$ cat config.mk
export PLATFORM = sky130hd
export DESIGN_NAME = stack_mc_controller
export DESIGN_NICKNAME = d
export VERILOG_FILES = /design/src/rtl/stack_mc_controller.sv
export SDC_FILE = /design/constraint.sdc
export NUM_CORES = 1
export LEC_CHECK = 0
export ABC_AREA = 1
export CAP_MARGIN = 20
export CORE_AREA = 4 4 53 55
export CTS_CLUSTER_DIAMETER = 30
export DETAILED_ROUTE_END_ITERATION = 8
export DIE_AREA = 0 0 57 59
export HOLD_SLACK_MARGIN = 0.06
export PLACE_DENSITY = 0.72
export SLEW_MARGIN = 30
export SYNTH_ARGS = -nofsm -noshare
export SYNTH_HDL_FRONTEND = slang
export SYNTH_SLANG_ARGS = --single-unit
$ cat constraint.sdc
create_clock -name clk -period 1.27 [get_ports clk]
set_clock_uncertainty 0.15 [all_clocks]
set_input_delay 0.1905 -clock clk [delete_from_list [all_inputs] [get_ports clk]]
set_output_delay 0.1905 -clock clk [all_outputs]
set_load 0.02 [all_outputs]
$ cat src/rtl/stack_mc_controller.sv
// Multi-cycle controller for a stack machine.
// Sequences fetch, decode and execute of one instruction at a time. It drives
// single-bit datapath strobes and tracks stack occupancy so that illegal pushes
// and pops are trapped in a sticky FAULT state.
//
// Ports:
//   clk, rst            clock; asynchronous active-high reset
//   inst[IW-1:0]        instruction register; opcode in inst[IW-1:IW-3]
//   zero                top-of-stack-is-zero flag (the datapath gates pcWriteCond with it)
//   mem_ready           memory handshake, used only in FETCH, STORE and LOAD
//   pcWrite .. tos      datapath strobes
//   AluOp[1:0]          ALU function select
//   sp_count            current stack occupancy (0..DEPTH)
//   fault               sticky overflow/underflow indication
module stack_mc_controller #(
    parameter int unsigned DEPTH = 16,
    parameter int unsigned IW    = 8
) (
    input  logic                     clk,
    input  logic                     rst,
    input  logic [IW-1:0]            inst,
    input  logic                     zero,
    input  logic                     mem_ready,
    output logic                     pcWrite,
    output logic                     pcWriteCond,
    output logic                     pcSrc,
    output logic                     IorD,
    output logic                     memRead,
    output logic                     memWrite,
    output logic                     IrWrite,
    output logic                     MtoS,
    output logic                     ldA,
    output logic                     ldB,
    output logic                     srcA,
    output logic                     srcB,
    output logic                     push,
    output logic                     pop,
    output logic                     tos,
    output logic [1:0]               AluOp,
    output logic [$clog2(DEPTH):0]   sp_count,
    output logic                     fault
);

    localparam int unsigned SPW = $clog2(DEPTH) + 1;

    typedef enum logic [3:0] {
        StFetch, StDecode, StJmp, StJz, StPopA, StLdA, StStore, StNot,
        StPopB, StLdB, StAlu, StPushR, StLoad, StPushM, StFault
    } state_e;

    state_e           state_q, state_d;
    logic [SPW-1:0]   sp_count_q, sp_count_d;
    logic [2:0]       opcode;
    logic             unused_inputs;

    assign opcode        = inst[IW-1:IW-3];
    // The zero flag and the operand field are consumed by the datapath, not here.
    assign unused_inputs = ^{zero, inst[IW-4:0]};

    always_ff @(posedge clk or posedge rst) begin
        if (rst) begin
            state_q    <= StFetch;
            sp_count_q <= '0;
        end else begin
            state_q    <= state_d;
            sp_count_q <= sp_count_d;
        end
    end

    // Next state and strobes
    always_comb begin
        state_d     = state_q;
        pcWrite     = 1'b0;
        pcWriteCond = 1'b0;
        pcSrc       = 1'b0;
        IorD        = 1'b0;
        memRead     = 1'b0;
        memWrite    = 1'b0;
        IrWrite     = 1'b0;
        MtoS        = 1'b0;
        ldA         = 1'b0;
        ldB         = 1'b0;
        srcA        = 1'b0;
        srcB        = 1'b0;
        push        = 1'b0;
        pop         = 1'b0;
        tos         = 1'b0;
        AluOp       = 2'b00;
        unique case (state_q)
            StFetch: begin
                memRead = 1'b1;
                srcA    = 1'b1;
                srcB    = 1'b1;
                // Reset forces FETCH; suppress the PC/IR update while it is held.
                pcWrite = mem_ready & ~rst;
                IrWrite = mem_ready & ~rst;
                if (mem_ready) state_d = StDecode;
            end
            StDecode: begin
                tos = 1'b1;
                unique case (opcode)
                    3'b110:         state_d = StJmp;
                    3'b111:         state_d = (sp_count_q < SPW'(1)) ? StFault : StJz;
                    3'b100:         state_d = (sp_count_q == SPW'(DEPTH)) ? StFault : StLoad;
                    3'b011, 3'b101: state_d = (sp_count_q < SPW'(1)) ? StFault : StPopA;
                    default:        state_d = (sp_count_q < SPW'(2)) ? StFault : StPopA;
                endcase
            end
            StJmp: begin
                pcSrc   = 1'b1;
                pcWrite = 1'b1;
                state_d = StFetch;
            end
            StJz: begin
                pcSrc       = 1'b1;
                pcWriteCond = 1'b1;
                state_d     = StFetch;
            end
            StPopA: begin
                pop     = 1'b1;
                state_d = StLdA;
            end
            StLdA: begin
                ldA = 1'b1;
                if (opcode == 3'b101)      state_d = StStore;
                else if (opcode == 3'b011) state_d = StNot;
                else                       state_d = StPopB;
            end
            StStore: begin
                IorD     = 1'b1;
                memWrite = 1'b1;
                if (mem_ready) state_d = StFetch;
            end
            StNot: begin
                AluOp   = 2'b11;
                state_d = StPushR;
            end
            StPopB: begin
                pop     = 1'b1;
                state_d = StLdB;
            end
            StLdB: begin
                ldB     = 1'b1;
                state_d = StAlu;
            end
            StAlu: begin
                AluOp   = inst[IW-2:IW-3];
                state_d = StPushR;
            end
            StPushR: begin
                push    = 1'b1;
                state_d = StFetch;
            end
            StLoad: begin
                IorD    = 1'b1;
                memRead = 1'b1;
                if (mem_ready) state_d = StPushM;
            end
            StPushM: begin
                MtoS    = 1'b1;
                push    = 1'b1;
                state_d = StFetch;
            end
            StFault: state_d = StFault;
            default: state_d = StFault;
        endcase
    end

    // Occupancy; DECODE guarantees push and pop never exceed the bounds.
    always_comb begin
        sp_count_d = sp_count_q;
        if (push)     sp_count_d = sp_count_q + 1'b1;
        else if (pop) sp_count_d = sp_count_q - 1'b1;
    end

    assign sp_count = sp_count_q;
    assign fault    = (state_q == StFault);

endmodule

==> Word-level counts from Yosys, hierarchy flattened <==
Cells that the tools add are included.
W data, S select, Z words.
{ "word_totals": {"wordCells": 70, "regBits": 9, "in_bits": 12} }
{ "classes": {"reduce_logical": 11, "n_bitwise": 2, "magnitude_cmp": 2, "addsub": 2, "n_mux": 28, "eq_ne": 23} }
{ "ops": {"columns": ["operator", "count"], "rows": [
  ["$pmux W4 S10", 1],
  ["$mux W4", 8],
  ["$eq A4 B4 Y1 const B", 7],
  ["$eq A4 B3 Y1 const B", 4],
  ["$pmux W4 S4", 1],
  ["$reduce_or A2 Y1", 7],
  ["$mux W1", 13],
  ["$eq A3 B3 Y1 const B", 4],
  ["$mux W5", 2],
  ["$eq A4 B2 Y1 const B", 2],
  ["$ne A2 B2 Y1 const B", 3],
  ["$add A5 B1 Y5 const B", 1],
  ["$eq A5 B5 Y1 const B", 1],
  ["$lt A5 B1 Y1 const B", 1],
  ["$lt A5 B2 Y1 const B", 1],
  ["$sub A5 B1 Y5 const B", 1],
  ["$eq A4 B1 Y1 const B", 1],
  ["$logic_not A4 Y1", 1],
  ["$pmux W2 S2", 1],
  ["$reduce_or A4 Y1", 1],
  ["$eq A3 B2 Y1 const B", 1],
  ["$reduce_and A3 Y1", 1],
  ["$mux W2", 1],
  ["$pmux W1 S2", 1],
  ["other kinds (3)", 3]
]} }

==> Depth between registers and ports, before layout <==
Gate-level depths: netlist (run 1).
{ "depth": {"word_depth": 5, "depth_mapped": 10, "ltp_nobuf": 10} }

==> Worst setup path after synthesis (run 1) <==
OpenSTA, ideal clock, no wires.
{ "synth_timing": {"kind": "reg-to-output", "from": "reg state_q[0]", "to": "out pcWrite", "t_arrival_ns": 1.508, "path_buffers": 0, "path_stages_with_launch": 5, "path_slack_ns": -0.578, "path_cell_list": "dfrtp_1 nor2_2 nand2_1 nor3_1 a21o_1"} }
{ "synth_between": {"elab_chain_cells": 2} }
{ "synth_lines": {"columns": ["element", "line_no", "source"], "rows": [
  ["start: declaration", "51", "state_e state_q, state_d;"],
  ["start signal: assignment", "62", "state_q <= StFetch;"],
  ["start signal: assignment", "65", "state_q <= state_d;"],
  ["$eq A4 B2 Y1 / $logic_not A4 Y1 (equally long branches)", "89", "unique case (state_q)"],
  ["$pmux W1 S2 *", "89", null],
  ["end: declaration", "24", "output logic pcWrite,"]
]} }
Every way passes the cells marked *; elsewhere a longest branch is shown, timed or not.

==> Worst setup path in the final report (run 1) <==
{ "layout_timing": {"from": "reg state_q[1]", "to": "out push"} }
{ "layout_between": {"elab_chain_cells": 3} }
{ "layout_lines": {"columns": ["element", "line_no", "source"], "rows": [
  ["$eq A4 B4 Y1", "89", null],
  ["$reduce_or A2 Y1 (no source line) *", null, null],
  ["$mux W1 *", "89", null],
  ["end: declaration", "36", "output logic push,"]
]} }
Marks and branches as above.

==> flow_metrics.py, run 1 <==
metrics = {
    "placement": {
        "hpwlAfterDp_mm": 2.21,
        "dpl.cell_count": 238,
        "place.gp.congestion": 0.912,
        "port_buffers": 28,
    },
    "worst_setup_path": {
        "required_ns": 0.93,
        "crit_path_max_fanout": 5,
        "critPathArrivalTime_ns": 1.38,
        "worst_setup_path_start_kind": "register",
        "worstSetupEndpointType": "output pin",
        "crit_type": "register to output pin",
    },
    "die": {
        "core_area_sq_um": 2390,
        "die_x_microns": 57,
        "die_area_sq_um": 3360,
        "die_h_microns": 59,
        "rows": 18,
        "ios": 35,
        "start_util": 0.356,
    },
    "yosys": {
        "synth_xor_area_frac": 0.0412,
        "synth.distinct_cells": 22,
        "synthAdderAreaFrac": 0.0442,
        "synth_nets": 161,
        "synth_area_leaders": "dfrtp_1 (27%), nand2_1 (21%), nor2_1 (11%)",
        "synth_edf_count": 0,
        "synth_compound_area_frac": 0.0810,
        "synth_largest_area_cell": "dfrtp_1",
        "avgSynthCellArea_sq_um": 5.82,
        "synth_async_sr_flop_share": 1.00,
        "synth_top_cells_by_count": "nand2_1 (47), nor2_1 (25), inv_1 (24), nand3_1 (10), dfrtp_1 (9)",
        "synth-simple-area-share": 0.445,
        "synth-seq-cells": 9,
        "synth-main-ff-cell": "dfrtp_1",
        "synthCells": 146,
        "synth.most_common_cell": "nand2_1",
        "synth_top_family_by_area": "simple AND/OR/NAND/NOR gates",
        "synth_top_cell_area_share": 0.265,
        "yosysWarnings": 0,
        "seq_area_frac_synth": 0.265,
        "synth_mux_area_frac": 0,
        "syn-cell-area_sq_um": 850,
    },
    "sta": {
        "max_slew.worst_pin.slew_ns": 0.356,
        "slew_violations": 0,
        "setup_violations": 27,
        "min_period_over_period": 1.35,
        "rsz0062_at_grt": "yes",
        "period_needed_ns": 1.72,
        "setup_slack_ns": -0.446,
        "fin_tns_setup_ns": -9.68,
        "final_hold_viol_count": 0,
        "max_freq_mhz": 583,
        "whs_ns": 0.128,
        "relSlewSlack": 0.762,
    },
    "drt": {
        "dr.pass1.iters": 4,
        "vias": 1193,
        "dr_wl_met3_microns": 114,
        "dr_wl_met2_mm": 1.73,
        "routed_wl_mm": 3.12,
        "drc": 0,
        "top_layer": "met4",
        "viasPerCell": 4.75,
        "met1_length_mm": 1.22,
        "wl_per_cell_microns": 12.4,
        "drtIter0Drc": 18,
        "final_antenna_net_count": 0,
    },
    "min_path": {
        "hold_path.class": "input port to async pin",
    },
    "global_route": {
        "grt_pass1_wl_mm": 4.88,
        "grt_start_max_net_pins": 10,
        "groute.usage.overall": 0.181,
        "antenna_found_initial": 0,
        "grt_pass1_vias": 1191,
        "globalRoute.totalOverflow": 0,
    },
    "outcome": {
        "failed_checks": "setup timing",
        "status": "finished, violations left",
    },
    "power": {
        "leakage_nw": 0.976,
        "p_per_area_nw_per_um2": 2510,
        "ir_drop_mv": 1.76,
        "finalPower_mw": 4.51,
    },
    "cts": {
        "path_clk_slew_ns": 0.07,
        "cts_buffers": 3,
        "root_buffer": "clkbuf_4",
        "cts_hold_buf": 0,
        "htree_levels": 1,
        "ctsLongestPathBuffers": 2,
        "clock_latency_ns": 0.27,
        "cts_num_sinks": 9,
        "cts_tree": "built",
    },
    "cells_and_area": {
        "syn_to_final_growth_pct": 112,
        "drive_above_1_share": 0.606,
        "insertedDiodeCount": 0,
        "final_nets": 237,
        "num-fill-cells": 180,
        "final_cells": 251,
    },
    "flow_run": {
        "cap_violations": 0,
    },
}
==> where the power goes <==
| group | internal, mW | switching, mW |
|---|---|---|
| registers | 0.463 | 0.239 |
| logic | 1.71 | 1.87 |
| clock network | 0.122 | 0.110 |
==> metal layers <==
metal / GRT usage / up-vias
li1: - / 601
met4: 0.0596 / 0
met3: 0.0218 / 9
met1: 0.201 / 550
met2: 0.354 / 33
met5: 0 / -
==> logic make-up after synthesis <==
| group | Yosys count |
|---|---|
| compound gates | 12 |
| simple gates | 91 |
| fa+ha+maj | 3 |
| buf+inv | 27 |
| flops | 9 |
| xor+xnor | 4 |
==> path summary, 6_finish.rpt <==
| check | from | endpoint | slack, ns | cells past startpoint |
|---|---|---|---|---|
| max | state_q[1]$_DFFE_PP0P_ | push | -0.45 | 7 |
| min | rst | state_q[3]$_DFFE_PP0P_ | 0.13 | 2 |
| max reg2reg | state_q[1]$_DFFE_PP0P_ | sp_count[1]$_DFFE_PP0P_ | -0.37 | 9 |
| min reg2reg | sp_count[2]$_DFFE_PP0P_ | sp_count[2]$_DFFE_PP0P_ | 0.42 | 2 |
| max in group asynchronous | rst | state_q[2]$_DFFE_PP0P_ | 0.56 | 2 |
| min in group clk | sp_count[2]$_DFFE_PP0P_ | sp_count[2]$_DFFE_PP0P_ | 0.42 | 2 |
==> registers in the layout, indices dropped and copies added, names as in the netlist <==
register and cells:
sp_count 5, state_q 4
==> layout by cell type (no fill, tap or decap), drive strengths merged <==
cell and n:
a21boi 1, a21o 1, a21oi 2, a31oi 1
buf 67, clkbuf 4, clkdlybuf4s50 5, dfrtp 9
ha 3, inv 26, nand2 48, nand3 10
nand4 1, nor2 29, nor3 3, o211ai 1
o21ai 6, xnor2 2, xor2 2
==> per-stage QoR <==
stage                      util  instance area (sq um)  worst slack (ns)
after global routing      0.754                   1800            -0.485
after CTS                 0.695                   1660            -0.419
after global placement    0.633                   1510            -0.640
final                     0.754                   1800            -0.446
after floorplan               -                    937            -0.286
after detailed placement  0.633                   1510            -0.658
==> layout make-up <==
type	count	area (sq um)	area share
well taps	30	37.5	0.0209
inverters	26	105	0.0584
multi-input cells	110	772	0.429
repair buffers	72	624	0.347
flip-flops and latches	9	234	0.130
clock buffers	4	26.3	0.0146
==> worst max-delay path, stage by stage (launching register included) <==
cell     delay, ns
dfrtp_2       0.45
inv_4         0.07
buf_6         0.13
nand2_8       0.09
nor2_4        0.04
nor2_4        0.14
inv_4         0.05
buf_6         0.12
==> what timing repair did <==
action / CTS / global route
endpoints found under the setup margin: 32 / 28
resized for setup: 154 / 34
pin swaps: 15 / 27
buffers inserted: 5 / 4
No activity file was read; power rests on OpenSTA's default activity.
==> run 2: changes to the inputs <==
--- a/config.mk
+++ b/config.mk
@@ -6,7 +6,7 @@
 export NUM_CORES = 1
 export LEC_CHECK = 0
 export ABC_AREA = 1
-export CAP_MARGIN = 20
+export CAP_MARGIN = 10
 export CORE_AREA = 4 4 53 55
 export CTS_CLUSTER_DIAMETER = 30
 export DETAILED_ROUTE_END_ITERATION = 8
==> results of run 2 <==
No change in the layout: final DEF, timing and power equal those of run 1.
==> run 3: changes to the inputs <==
--- a/config.mk
+++ b/config.mk
@@ -6,13 +6,14 @@
 export NUM_CORES = 1
 export LEC_CHECK = 0
 export ABC_AREA = 1
+export ABC_CLOCK_PERIOD_IN_PS = 1270
 export CAP_MARGIN = 10
 export CORE_AREA = 4 4 53 55
 export CTS_CLUSTER_DIAMETER = 30
 export DETAILED_ROUTE_END_ITERATION = 8
 export DIE_AREA = 0 0 57 59
 export HOLD_SLACK_MARGIN = 0.06
-export PLACE_DENSITY = 0.72
+export PLACE_DENSITY = 0.74
 export SLEW_MARGIN = 30
 export SYNTH_ARGS = -nofsm -noshare
 export SYNTH_HDL_FRONTEND = slang
==> run 3 against run 2 <==
The flow still finishes with violations (setup timing). Sequential power increased by 5.7%. Clock power up 2%. Setup slack lost 0.021 ns. Worst hold slack improved by 0.12 ns. Cell count grew 0.80%. Cell area decreased by 2.2%. Power rose by 0.72%. Via count is 3.4% higher. Count of clock-buffer cells in the layout unchanged. Critical path type unchanged.
==> flow_metrics.py, run 3 (synthesis gave the netlist of run 1 again) <==
metrics = {
    "sta": {
        "whs_ns": 0.252,
        "slew_violations": 0,
        "relSlewSlack": 0.756,
        "min_period_over_period": 1.37,
        "setup_slack_ns": -0.467,
        "final_hold_viol_count": 0,
        "max_freq_mhz": 576,
        "period_needed_ns": 1.74,
        "setup_violations": 27,
        "rsz0062_at_grt": "yes",
        "max_slew.worst_pin.slew_ns": 0.365,
        "fin_tns_setup_ns": -10.19,
    },
    "outcome": {
        "status": "finished, violations left",
        "failed_checks": "setup timing",
    },
    "flow_run": {
        "cap_violations": 0,
    },
    "power": {
        "pwr-share-seq": 0.163,
        "p_switching_mw": 2.25,
        "pwr-share-comb": 0.785,
        "finalPower_mw": 4.55,
        "ir_drop_mv": 1.61,
        "leakage_nw": 0.971,
        "p_per_area_nw_per_um2": 2580,
        "p_sw_frac": 0.495,
        "internal_power_mw": 2.30,
        "pwr-share-clk": 0.052,
    },
    "die": {
        "rows": 18,
        "die_area_sq_um": 3360,
        "ios": 35,
        "die_h_microns": 59,
        "start_util": 0.356,
        "die_x_microns": 57,
        "core_area_sq_um": 2390,
    },
    "drt": {
        "drtIter0Drc": 39,
        "dr.pass1.iters": 4,
        "final_antenna_net_count": 0,
        "drc": 0,
        "vias": 1233,
        "wl_per_cell_microns": 13.4,
        "routed_wl_mm": 3.38,
        "viasPerCell": 4.87,
    },
    "cells_and_area": {
        "mostFrequentLayoutCell": "buf_4",
        "final_nets": 239,
        "largest_register_ffs": 5,
        "syn_to_final_growth_pct": 107,
        "insertedDiodeCount": 0,
        "utilization": 0.737,
        "drive_above_1_share": 0.547,
        "final_cell_mix": "buf_4 (39), nand2_1 (34), buf_6 (22)",
        "final_cells": 253,
        "finish.instance_area_sq_um": 1760,
        "num-fill-cells": 189,
    },
    "global_route": {
        "grt.busiest_layer": "met2",
        "met3_usage": 0.0196,
        "use_met1": 0.194,
        "globalRoute.totalOverflow": 0,
        "grt_util_met2": 0.414,
        "groute.usage.overall": 0.200,
        "grt_pass1_vias": 1255,
        "grt_pass1_wl_mm": 5.26,
        "grt_start_max_net_pins": 10,
        "antenna_found_initial": 0,
    },
    "worst_setup_path": {
        "critical-path-slowest-cell": "dfrtp_2",
        "cpPeakStageDelay_ns": 0.47,
        "r2r-start": "state_q[1]$_DFFE_PP0P_",
        "r2r_setup_slack_ns": -0.39,
        "crit_path_max_fanout": 5,
        "r2r_cells": 10,
        "crit_type": "register to output pin",
        "required_ns": 0.93,
        "cp_top_family": "flip-flops",
        "path_cells": "nor2_4, nand2_4, nor3_4, a21o_1, buf_6",
        "r2r_end": "state_q[1]$_DFFE_PP0P_",
        "critPathArrivalTime_ns": 1.40,
        "worstSetupEndpointType": "output pin",
        "crit_buf_inv": 1,
        "worst_setup_path_start_kind": "register",
    },
    "cts": {
        "ctsLongestPathBuffers": 2,
        "cts_tree": "built",
        "path_clk_slew_ns": 0.06,
        "root_buffer": "clkbuf_4",
        "cts_hold_buf": 0,
        "cts_num_sinks": 9,
        "htree_levels": 1,
        "cts_buffers": 3,
        "clock_latency_ns": 0.28,
    },
    "placement": {
        "pre_cts_ws_ns": -0.724,
        "port_buffers": 28,
        "placed_area_sq_um": 1530,
        "dpl.cell_count": 240,
        "place.gp.congestion": 0.886,
        "hpwlAfterDp_mm": 2.29,
    },
    "min_path": {
        "hold_path.class": "input port to async pin",
    },
}
[run 3: cell types whose count changed in the layout (fill, tap and decap cells not counted), moves of 2 or more]
cell and change:
nand2_2 -5, inv_2 -2, nand3_1 +2, nor2_2 -2, nor2_1 +3, nand2_1 +6, nand3_2 -2
[run 3: tightest hold or removal path, cell delays in order]
cell             delay, ns
clkdlybuf4s50_1       0.47
buf_4                 0.16
inv_1                 0.27
[run 3: area by class of cell]
type	count	area, sq um	share of cell area
multi-input combinational	110	717	0.408
clock buffer	4	26.3	0.0149
sequential	9	234	0.133
tap	30	37.5	0.0213
inverter	26	108	0.0612
timing repair buffer	74	637	0.362
[run 3: what timing repair did]
| item | CTS | global route |
|---|---|---|
| pin swaps | 7 | 16 |
| endpoints found under the setup margin | 32 | 27 |
| resized for setup | 147 | 23 |
| setup buffers | 5 | 4 |
| cloned | 0 | 0 |
[run 3: power groups by stage]
stage	Combinational [mW]	Sequential [mW]	Clock [mW]
after floorplan	1.43	0.767	0
after global placement	2.83	0.664	0
after detailed placement	2.90	0.671	0
after CTS	3.20	0.697	0.243
after global routing	3.84	0.766	0.248
final	3.57	0.742	0.237
[run 3: metal layers]
layer  vias to the layer above  part of all wire
li1                        603                 -
met3                         9             0.038
met1                       578              0.38
met4                         0             0.024
met5                         -                 0
met2                        43              0.56
[run 3: how the worst max path moves through the flow]
| stage | start | endpoint | slack [ns] | cells past startpoint |
|---|---|---|---|---|
| 3_5_place_dp | state_q[1]$_DFFE_PP0P_ | IorD | -0.72 | 6 |
| 4_1_cts | state_q[0]$_DFFE_PP0P_ | pcWrite | -0.43 | 5 |
| 3_3_place_gp | mem_ready | pcWrite | -0.64 | 5 |
| 2_1_floorplan | state_q[1]$_DFFE_PP0P_ | pcWrite | -0.29 | 4 |
| 6_report | state_q[1]$_DFFE_PP0P_ | pcWrite | -0.47 | 5 |
| 5_1_grt | state_q[1]$_DFFE_PP0P_ | pcWrite | -0.52 | 5 |
